===== config.mk =====
export PLATFORM = sky130hd
export DESIGN_NAME = picc_tx_encoder
export DESIGN_NICKNAME = d
export VERILOG_FILES = /design/src/rtl/picc_tx_encoder.sv
export SDC_FILE = /design/constraint.sdc
export NUM_CORES = 1
export LEC_CHECK = 0
export BUFFER_PORTS_ARGS = -buffer_cell sky130_fd_sc_hd__buf_2
export CELL_PAD_IN_SITES_DETAIL_PLACEMENT = 0
export CELL_PAD_IN_SITES_GLOBAL_PLACEMENT = 1
export CORE_MARGIN = 2
export CORE_UTILIZATION = 25
export CTS_BUF_LIST = sky130_fd_sc_hd__clkbuf_8
export CTS_CLUSTER_SIZE = 10
export DETAILED_ROUTE_END_ITERATION = 8
export GPL_TIMING_DRIVEN = 0
export PLACE_DENSITY = 0.52
export SLEW_MARGIN = 20
export SYNTH_ARGS = -nofsm -noshare
export SYNTH_HDL_FRONTEND = slang
export SYNTH_SLANG_ARGS = --single-unit

===== constraint.sdc =====
create_clock -name clk -period 5.2 [get_ports clk]
set_input_delay 0.78 -clock clk [delete_from_list [all_inputs] [get_ports clk]]
set_output_delay 0.78 -clock clk [all_outputs]
set_load 0.01 [all_outputs]

===== src/rtl/picc_tx_encoder.sv =====
// PICC -> PCD transmit encoder, ISO/IEC 14443-2 Type A (106 kbit/s).
// Manchester coding on an fc/16 subcarrier with on-off keying. A frame is
// a start-of-communication bit, the data bits, then one unmodulated
// end-of-communication bit. Every output is a flop driven from the
// next-state values, so each output matches the state and cnt of its own
// cycle without any combinational glitch.
module picc_tx_encoder #(
  parameter int SC_HALF_CYCLES = 8
) (
  input  logic clk,
  input  logic rst_n,
  input  logic in_bit,
  input  logic in_last,
  input  logic in_valid,
  output logic in_ready,
  output logic lm_out,
  output logic idle,
  output logic underrun
);

  localparam int BIT_PERIOD = 16 * SC_HALF_CYCLES;
  localparam int CW         = $clog2(BIT_PERIOD);

  localparam logic [CW-1:0] CNT_LAST  = CW'(BIT_PERIOD - 1);
  localparam logic [CW-1:0] CNT_HALF  = CW'(BIT_PERIOD / 2);
  localparam logic [CW-1:0] SC_PERIOD = CW'(2 * SC_HALF_CYCLES);
  localparam logic [CW-1:0] SC_HIGH   = CW'(SC_HALF_CYCLES);

  typedef enum logic [1:0] {
    ST_IDLE = 2'd0,
    ST_SOC  = 2'd1,
    ST_DATA = 2'd2,
    ST_EOC  = 2'd3
  } state_t;

  state_t          r_state;
  logic [CW-1:0]   r_cnt;
  logic            r_bit_q;
  logic            r_last_q;
  logic            r_lm;
  logic            r_idle;
  logic            r_ready;
  logic            r_underrun;

  state_t          w_state_nx;
  logic [CW-1:0]   w_cnt_nx;
  logic            w_bit_nx;
  logic            w_last_nx;
  logic            w_underrun_nx;
  logic            w_ready_nx;
  logic            w_at_end;

  // Load-modulation level for a given state, bit-cycle count and data bit.
  // Logic 1 and SOC modulate the first half-bit, logic 0 the second half.
  function automatic logic lm_value(input state_t st, input logic [CW-1:0] cnt,
                                    input logic data_bit);
    logic sc;
    logic first;
    sc    = ((cnt % SC_PERIOD) < SC_HIGH);
    first = (cnt < CNT_HALF);
    case (st)
      ST_SOC:  lm_value = first & sc;
      ST_DATA: lm_value = (data_bit ? first : ~first) & sc;
      default: lm_value = 1'b0;
    endcase
  endfunction

  assign w_at_end = (r_cnt == CNT_LAST);

  // Next-state, counter and bit-capture logic for the frame sequencer.
  always_comb begin
    w_state_nx    = r_state;
    w_cnt_nx      = r_cnt;
    w_bit_nx      = r_bit_q;
    w_last_nx     = r_last_q;
    w_underrun_nx = 1'b0;
    case (r_state)
      ST_IDLE: begin
        w_cnt_nx = '0;
        if (in_valid) begin
          w_state_nx = ST_SOC;
          w_bit_nx   = in_bit;
          w_last_nx  = in_last;
        end else begin
          w_state_nx = ST_IDLE;
        end
      end
      ST_SOC: begin
        if (w_at_end) begin
          w_state_nx = ST_DATA;
          w_cnt_nx   = '0;
        end else begin
          w_cnt_nx = r_cnt + CW'(1);
        end
      end
      ST_DATA: begin
        if (w_at_end) begin
          w_cnt_nx = '0;
          if (r_last_q) begin
            w_state_nx = ST_EOC;
          end else if (in_valid) begin
            // Next bit follows with no gap.
            w_bit_nx  = in_bit;
            w_last_nx = in_last;
          end else begin
            // Source ran dry: truncate the frame with a normal EOC.
            w_state_nx    = ST_EOC;
            w_underrun_nx = 1'b1;
          end
        end else begin
          w_cnt_nx = r_cnt + CW'(1);
        end
      end
      ST_EOC: begin
        if (w_at_end) begin
          w_state_nx = ST_IDLE;
          w_cnt_nx   = '0;
        end else begin
          w_cnt_nx = r_cnt + CW'(1);
        end
      end
      default: begin
        w_state_nx = ST_IDLE;
        w_cnt_nx   = '0;
      end
    endcase
  end

  // Ready is open in IDLE and on the last cycle of a non-final data bit.
  always_comb begin
    w_ready_nx = (w_state_nx == ST_IDLE) ||
                 ((w_state_nx == ST_DATA) && (w_cnt_nx == CNT_LAST) && !w_last_nx);
  end

  // State registers and registered outputs, derived from next-state values.
  always_ff @(posedge clk or negedge rst_n) begin
    if (!rst_n) begin
      r_state    <= ST_IDLE;
      r_cnt      <= '0;
      r_bit_q    <= 1'b0;
      r_last_q   <= 1'b0;
      r_lm       <= 1'b0;
      r_idle     <= 1'b1;
      r_ready    <= 1'b1;
      r_underrun <= 1'b0;
    end else begin
      r_state    <= w_state_nx;
      r_cnt      <= w_cnt_nx;
      r_bit_q    <= w_bit_nx;
      r_last_q   <= w_last_nx;
      r_lm       <= lm_value(w_state_nx, w_cnt_nx, w_bit_nx);
      r_idle     <= (w_state_nx == ST_IDLE);
      r_ready    <= w_ready_nx;
      r_underrun <= w_underrun_nx;
    end
  end

  assign lm_out   = r_lm;
  assign idle     = r_idle;
  assign in_ready = r_ready;
  assign underrun = r_underrun;

endmodule


== Word level (Yosys, flattened, before mapping) ==
Cells that the tools add are included.
W data, S select, Z words.
Word-level totals
  register bits after elaboration: 15
  input bits: 5
  output and inout bits: 4
  word-level logic and storage cells: 52
Cells by class
  $lt $le $gt $ge: 2
  $add $sub $neg: 1
  reductions and logical operators: 7
  bitwise operators: 3
  muxes and demuxes: 24
  equality and inequality tests: 7
Operators by type and width (count)
  $eq A7 B7 Y1 const B: 2
  $pmux W7 S2: 1
  $mux W1: 13
  $mux W2: 5
  $pmux W2 S4: 1
  $add A7 B1 Y7 const B: 1
  $lt A7 B7 Y1 const B: 1
  $mux W7: 1
  $eq A2 B2 Y1 const B: 3
  $pmux W1 S2: 3
  $eq A2 B1 Y1 const B: 2
  $logic_not A2 Y1: 2
  $lt A4 B4 Y1 const B: 1
  $reduce_or A3 Y1: 1
  $and A1 B1 Y1: 2
  $logic_and A1 B1 Y1: 2
  $logic_not A1 Y1: 1
  $logic_or A1 B1 Y1: 1
  $not A1 Y1: 1

== Depth between registers and ports, before layout ==
Gate-level depths: netlist of run 1.
  depth after elaboration: 8
  mapped depth: 11
  depth with buffers taken out: 11

== Least setup slack after synthesis of run 1 ==
Ideal clock, no wire load.
  path type: input-to-reg
  from: in in_valid
  to: reg r_lm (netlist: lm_out)
  path slack: 2.730 ns
  setup time: 0.127 ns
  arrival time: 2.343 ns
  cell stages on the path: 10
  buffers on the path: 1
  required time: 5.073 ns
  path through: clkbuf_1 nand2b_1 and3_1 o31ai_1 ha_1 and3b_1 o21ai_0 o211ai_1 xor2_1 nor3_1
Between the ends
  longest elaborated chain between the ends: 7
  elaborated cells between the ends (all ways): 14
  classes of those cells: eq/ne (2); mux (11); bitwise (1)
Ends and longest elaborated chain
  start, declared: line 14  | input logic in_valid,
  $mux W1: line 80, 101
  $mux W1: line 99  | if (r_last_q) begin
  $mux W1: line 97  | if (w_at_end) begin
  $pmux W1 S2: line 77  | case (r_state)
  $mux W1: line 63  | ST_DATA: lm_value = (data_bit ? first : ~first) & sc;
  $and A1 B1 Y1: line 63
  $pmux W1 S2 (*): line 61  | case (st)
  end signal, assigned: line 151  | r_lm <= lm_value(w_state_nx, w_cnt_nx, w_bit_nx);
  end, declared: line 40  | logic r_lm;
Mark *: on every way between the ends. The rest lies on a longest branch, timed or not.

== Worst setup path in the final report of run 1 ==
Ends and elaborated chain as after synthesis.

==> run_results.csv, run 1 <==
group,metric,value,unit
run_status,outcome,"finished, final reports clean",
finish,diodes,0,
cts,cts_buffer_depth,2,
sta,max_freq,0.385,GHz
cts,ctsHtreeMaxLevel,1,
placement,dp_cells,126,
cts,clkLatencyLatePin,250,ps
global_routing,grt_pass1_vias,590,
global_routing,grt_use_met3,2.52,%
sta,hold_viol,0,
route,dr.pass1.iters,4,
yosys,syn_inst,75,
floorplanning,dieWidth,61.3,um
sta,fin_crit_sh,50.0,%
sta,tightest_slew,630,ps
placement,place_hpwl,1.15,mm
cts,cts_tree,"built",
floorplanning,dieArea,3750,um^2
yosys,syn_area_per_cell,10.9,um^2
setup_path,critPathArrivalTime,2730,ps
sta,slew_headroom,57.9,%
floorplanning,num_rows,20,
finish,fin_cells,130,
cts,cts.reportedPaths.clkPinSlew,60,ps
yosys,synth.top_cell.area_share,39.7,%
finish,final_nets,95,
cts,hold_buffers,0,
route,wl_per_cell,11.8,um
cts,post_cts_buffers,0,
route,drcViolationCount,0,
yosys,synth_common_cells,"dfrtp_1 (13), nor3_1 (5), inv_1 (4), nor2_1 (4)",
placement,port_buffers,7,
sta,period_minus_slack,2600,ps
global_routing,grtUsageMet1,15.4,%
sta,final-setup-viol-count,0,
setup_path,worst-path-max-fanout,8,
power,p_leak,0.000406,uW
yosys,synth_top_cell_by_area,"dfrtp_1",
floorplanning,core,3080,um^2
global_routing,overflow,0,
yosys,ys_types,33,
floorplanning,die_h,61.3,um
setup_path,critPathCaptureType,"flop",
run,max-cap-violations,0,
global_routing,grt_usage,10.6,%
sta,fin_setup_tns,0,ps
route,viasPerCell,4.40,
cts,cts_num_sinks,15,
floorplanning,start_util,26.6,%
yosys,ys_seq_area_share,46.1,%
route,postRouteAntennaNets,0,
yosys,syn_nets,83,
yosys,synth.most_common_cell,"dfrtp_1",
global_routing,grt.busiest_layer,"met1",
min_path,min_path_type,"in2async",
sta,grt_setup_unrepaired,"no",
setup_path,cp.required,5330,ps
cts,cts_root_buffer,"clkbuf_8",
yosys,synth_seq_cells,15,
yosys,syn_area,820,um^2
global_routing,grt_antenna_before_repair,0,
power,power_density,419,nW/um^2
yosys,synth_edf_count,0,
yosys,ys_warn_count,0,
finish,syn2layout_area_growth,16.5,%
setup_path,worstSetupPathType,"in2reg",
floorplanning,io-pin-count,9,
cts,cts_made_buffers,3,
global_routing,grt_max_degree,16,
global_routing,grt_first_pass_wirelength,2.76,mm
route,vias,572,
yosys,synth_flop_cell,"dfrtp_1",
route,drt_iter0_drc,10,
global_routing,use_met2,13.7,%
placement,routabilityCongestion,0.694,
finish,drive_above_1_share,23.3,%
setup_path,startpoint_type,"input pin",
sta,slew_viol_final,0,
cts,post_cts_resized,0,
sta,fin_worst_skew,3.70,ps
route,drt-total-wl,1.53,mm
yosys,postSynth.asyncResetShare,100,%
yosys,yosys-top-cells-area,"dfrtp_1 (40%), dfstp_2 (6.4%), ha_1 (4.6%)",
power,vdd_drop_max,0.000143,V
power by group:
group / switching [uW] / total (uW) / leakage [uW] / internal [uW]
clock: 43.0 / 95.4 / 0.0000269 / 52.4
combinational: 64.3 / 118 / 0.000201 / 53.4
sequential: 34.7 / 187 / 0.000178 / 152
total: 142 / 400 / 0.000406 / 258
layer usage:
metal	vias up	wire, um
met5	-	0
li1	289	-
met4	0	44
met2	6	672
met1	272	777
met3	5	38
logic make-up (layout without fill, tap and decap cells):
family | after synthesis | after routing | synth area share [%]
adders and majority gates | 3 | 3 | 4.58
muxes | 2 | 2 | 2.60
and+or+nand+nor | 33 | 33 | 27.6
AOI/OAI and AO/OA | 9 | 9 | 8.55
DFF | 15 | 15 | 46.1
buffers and inverters | 7 | 18 | 4.12
xor gates and xnor gates | 6 | 6 | 6.41
cell usage in the layout (no fill, tap or decap), types with 3 or more instances in the layout:
| cell | count |
|---|---|
| clkbuf_8 | 3 |
| o21ai_0 | 3 |
| nand2_1 | 3 |
| xor2_1 | 3 |
| xnor2_1 | 3 |
| nor3_1 | 5 |
| nand2b_1 | 3 |
| dfrtp_1 | 13 |
| ha_1 | 3 |
| nor2_1 | 4 |
| buf_2 | 7 |
| inv_1 | 5 |
sequential cells by signal, indices dropped and copies added, names as in the netlist:
name      cells
idle          1
in_ready      1
lm_out        1
r_bit_q       1
r_cnt         7
r_last_q      1
r_state       2
underrun      1
per-stage QoR:
stage          worst slack [ps]  cell area [um^2]  hold slack [ps]  utilization (%)  power [uW]
2_1_floorplan              2730               820              457                -         279
4_1_cts                    2560               955              443             31.0         405
3_5_place_dp               2320               910              492             29.6         309
5_1_grt                    2290               955              451             31.0         435
6_report                   2600               955              425             31.0         400
3_3_place_gp               2330               910              492             29.6         310
area by class of cell:
| type | count | area (um^2) |
|---|---|---|
| multi-input combinational | 53 | 408 |
| fill | 331 | 2120 |
| timing repair buffer | 7 | 35.0 |
| sequential | 15 | 378 |
| clock buffer | 3 | 41.3 |
| clock inverter | 1 | 3.75 |
| inverter | 4 | 15.0 |
| tap | 44 | 55.1 |
| buffer | 3 | 18.8 |
path summary, 6_finish.rpt:
kind                                 end  slack [ps]      from  cells after the start
worst max-delay path              lm_out        2600  in_valid                     10
worst min-delay path             r_bit_q         420     rst_n                      1
worst max register to register    lm_out        2640  r_cnt[0]                     11
worst min register to register  r_cnt[0]         500  r_cnt[0]                      1
max in group asynchronous       in_ready        4470     rst_n                      1
min in group clk                r_cnt[0]         500  r_cnt[0]                      1
worst max-delay path, stage by stage:
cell and delay (ps):
clkbuf_1 270, nand2b_1 90, and3_1 190, o31ai_1 420, ha_1 310, and3b_1 170, o21ai_0 70, o211ai_1 130
xor2_1 210, nor3_1 70
Power figures use the tool's default switching activity.
==> inputs of run 2 (changes only) <==
- clock period: 5.2 -> 2.4 ns (I/O delays scaled with it)
==> run 2 against run 1 <==
Die area is the same; sequential power grew 120%; total power grew 130%; largest power group unchanged; core utilization grew 2.9 points; critical endpoint unchanged; highest routed layer unchanged.
==> run_results.csv, run 2 (synthesized netlist as in run 1, its figures left out) <==
group,metric,value,unit
finish,top_register,"r_cnt",
cts,clkLatencyLatePin,250,ps
floorplanning,dieWidth,61.3,um
sta,tightest_slew,645,ps
run_status,outcome,"finished, final reports clean",
global_routing,grt_max_degree,16,
setup_path,cp.required,2530,ps
floorplanning,start_util,26.6,%
cts,ctsHtreeMaxLevel,1,
cts,cts_root_buffer,"clkbuf_8",
global_routing,overflow,0,
setup_path,critPathMaxStageDelay,430,ps
finish,diodes,0,
sta,grt_setup_unrepaired,"no",
cts,cts_buffer_depth,2,
sta,fin_setup_tns,0,ps
setup_path,critPathCaptureType,"flop",
finish,mostFrequentLayoutCells,"dfrtp_1 (13), buf_2 (7), inv_1 (5)",
floorplanning,num_rows,20,
sta,final-setup-viol-count,0,
finish,syn2layout_area_growth,27.3,%
global_routing,grt_antenna_before_repair,0,
cts,cts_tree,"built",
setup_path,worst-path-max-fanout,5,
finish,largestRegisters,"r_cnt (7), r_state (2)",
min_path,min_path_type,"in2async",
route,wl_per_cell,12.0,um
finish,seq_area,378,um^2
sta,fin_crit_sh,93.1,%
sta,fin_worst_skew,4.60,ps
floorplanning,die_h,61.3,um
route,drt-total-wl,1.61,mm
cts,cts_num_sinks,15,
finish,multi_input_area,467,um^2
route,postRouteAntennaNets,0,
cts,cts_made_buffers,3,
floorplanning,io-pin-count,9,
route,viasPerCell,4.50,
setup_path,cp_cell_sequence,"ha_4 -> nand4_4 -> nor3_4 -> nand2_2 -> xnor2_2 -> ha_4 -> and3b_1 -> o21ai_0 -> o211ai_1 -> xor2_1 -> nor3_2",
power,p_leak,0.000437,uW
setup_path,cp_common_cell,"ha_4",
setup_path,worstSetupPathType,"reg2reg",
placement,port_buffers,7,
global_routing,grt_usage,11.2,%
finish,drive_above_1_share,34.4,%
finish,largest_reg_flops,7,
finish,layout_commonest_cell,"dfrtp_1",
finish,final_nets,99,
global_routing,grt_pass1_vias,612,
floorplanning,dieArea,3750,um^2
sta,slew_headroom,56.9,%
finish,num-fill-cells,325,
placement,place_hpwl,1.15,mm
sta,hold_viol,0,
route,dr.pass1.iters,4,
route,drcViolationCount,0,
sta,period_minus_slack,2230,ps
cts,cts.reportedPaths.clkPinSlew,60,ps
sta,max_freq,0.447,GHz
sta,finalHoldWorstSlack,5.09,ps
route,vias,603,
power,vdd_drop_max,0.000300,V
route,drt_iter0_drc,5,
setup_path,startpoint_type,"flop",
global_routing,grt_first_pass_wirelength,2.93,mm
floorplanning,core,3080,um^2
sta,slew_viol_final,0,
run,max-cap-violations,0,
setup_path,cpMaxStageDelayCell,"dfrtp_1",
placement,routabilityCongestion,0.694,
power,power_density,879,nW/um^2
setup_path,critPathArrivalTime,2360,ps
run 2: final timing paths:
kind	endpoint	startpoint	slack, ps	depth (start not counted)
worst max-delay path	lm_out	r_cnt[0]	170	11
worst min-delay path	r_bit_q	rst_n	5	1
worst max register to register	lm_out	r_cnt[0]	170	11
worst min register to register	r_cnt[0]	r_cnt[0]	550	1
max in group asynchronous	in_ready	rst_n	2090	1
min in group clk	r_bit_q	in_bit	380	2
run 2: through the flow:
| stage | total power, uW | area [um^2] | cells | setup slack, ps | util [%] |
|---|---|---|---|---|---|
| 6_report | 917 | 1040 | 134 | 165 | 33.9 |
| 5_1_grt | 995 | 1040 | 134 | 11.0 | 33.9 |
| 2_1_floorplan | 604 | 820 | 75 | 210 | - |
| 3_3_place_gp | 671 | 910 | 126 | -189 | 29.6 |
| 4_1_cts | 893 | 998 | 132 | 5.39 | 32.4 |
| 3_5_place_dp | 670 | 910 | 126 | -171 | 29.6 |
run 2: critical path, delay by kind of cell (launching register included):
family | cells | cell delay, ps
AOI/OAI and AO/OA | 2 | 200
adders and majority gates | 2 | 370
and+or+nand+nor | 5 | 650
xor gates and xnor gates | 2 | 460
DFF | 1 | 430
run 2: timing repair:
item,in CTS,in global routing
endpoints found under the setup margin,2,2
resized for setup,6,4
endpoints found under the hold margin,0,0
pin swaps,2,4
setup buffers,2,2
hold buffers,0,0
run 2: metal layers:
| metal | share of wire (%) | global-route usage, % |
|---|---|---|
| met1 | 50 | 15.9 |
| met2 | 45 | 14.9 |
| met3 | 2.5 | 2.52 |
| met4 | 2.7 | 7.45 |
| met5 | 0 | 0 |
run 2: layout make-up:
cell class | instances | area share [%]
plain buffers | 3 | 1.80
clock buffers | 3 | 3.96
clock inverters | 1 | 0.360
inverters | 4 | 1.44
multi-input cells | 53 | 44.7
flip-flops and latches | 15 | 36.2
well taps | 44 | 5.28
repair buffers | 11 | 6.24
run 2: power breakdown:
group	leakage [uW]	internal [uW]	switching, uW	total, uW
clock	0.0000269	113	91.7	205
sequential	0.000178	330	83.5	413
combinational	0.000232	146	153	299
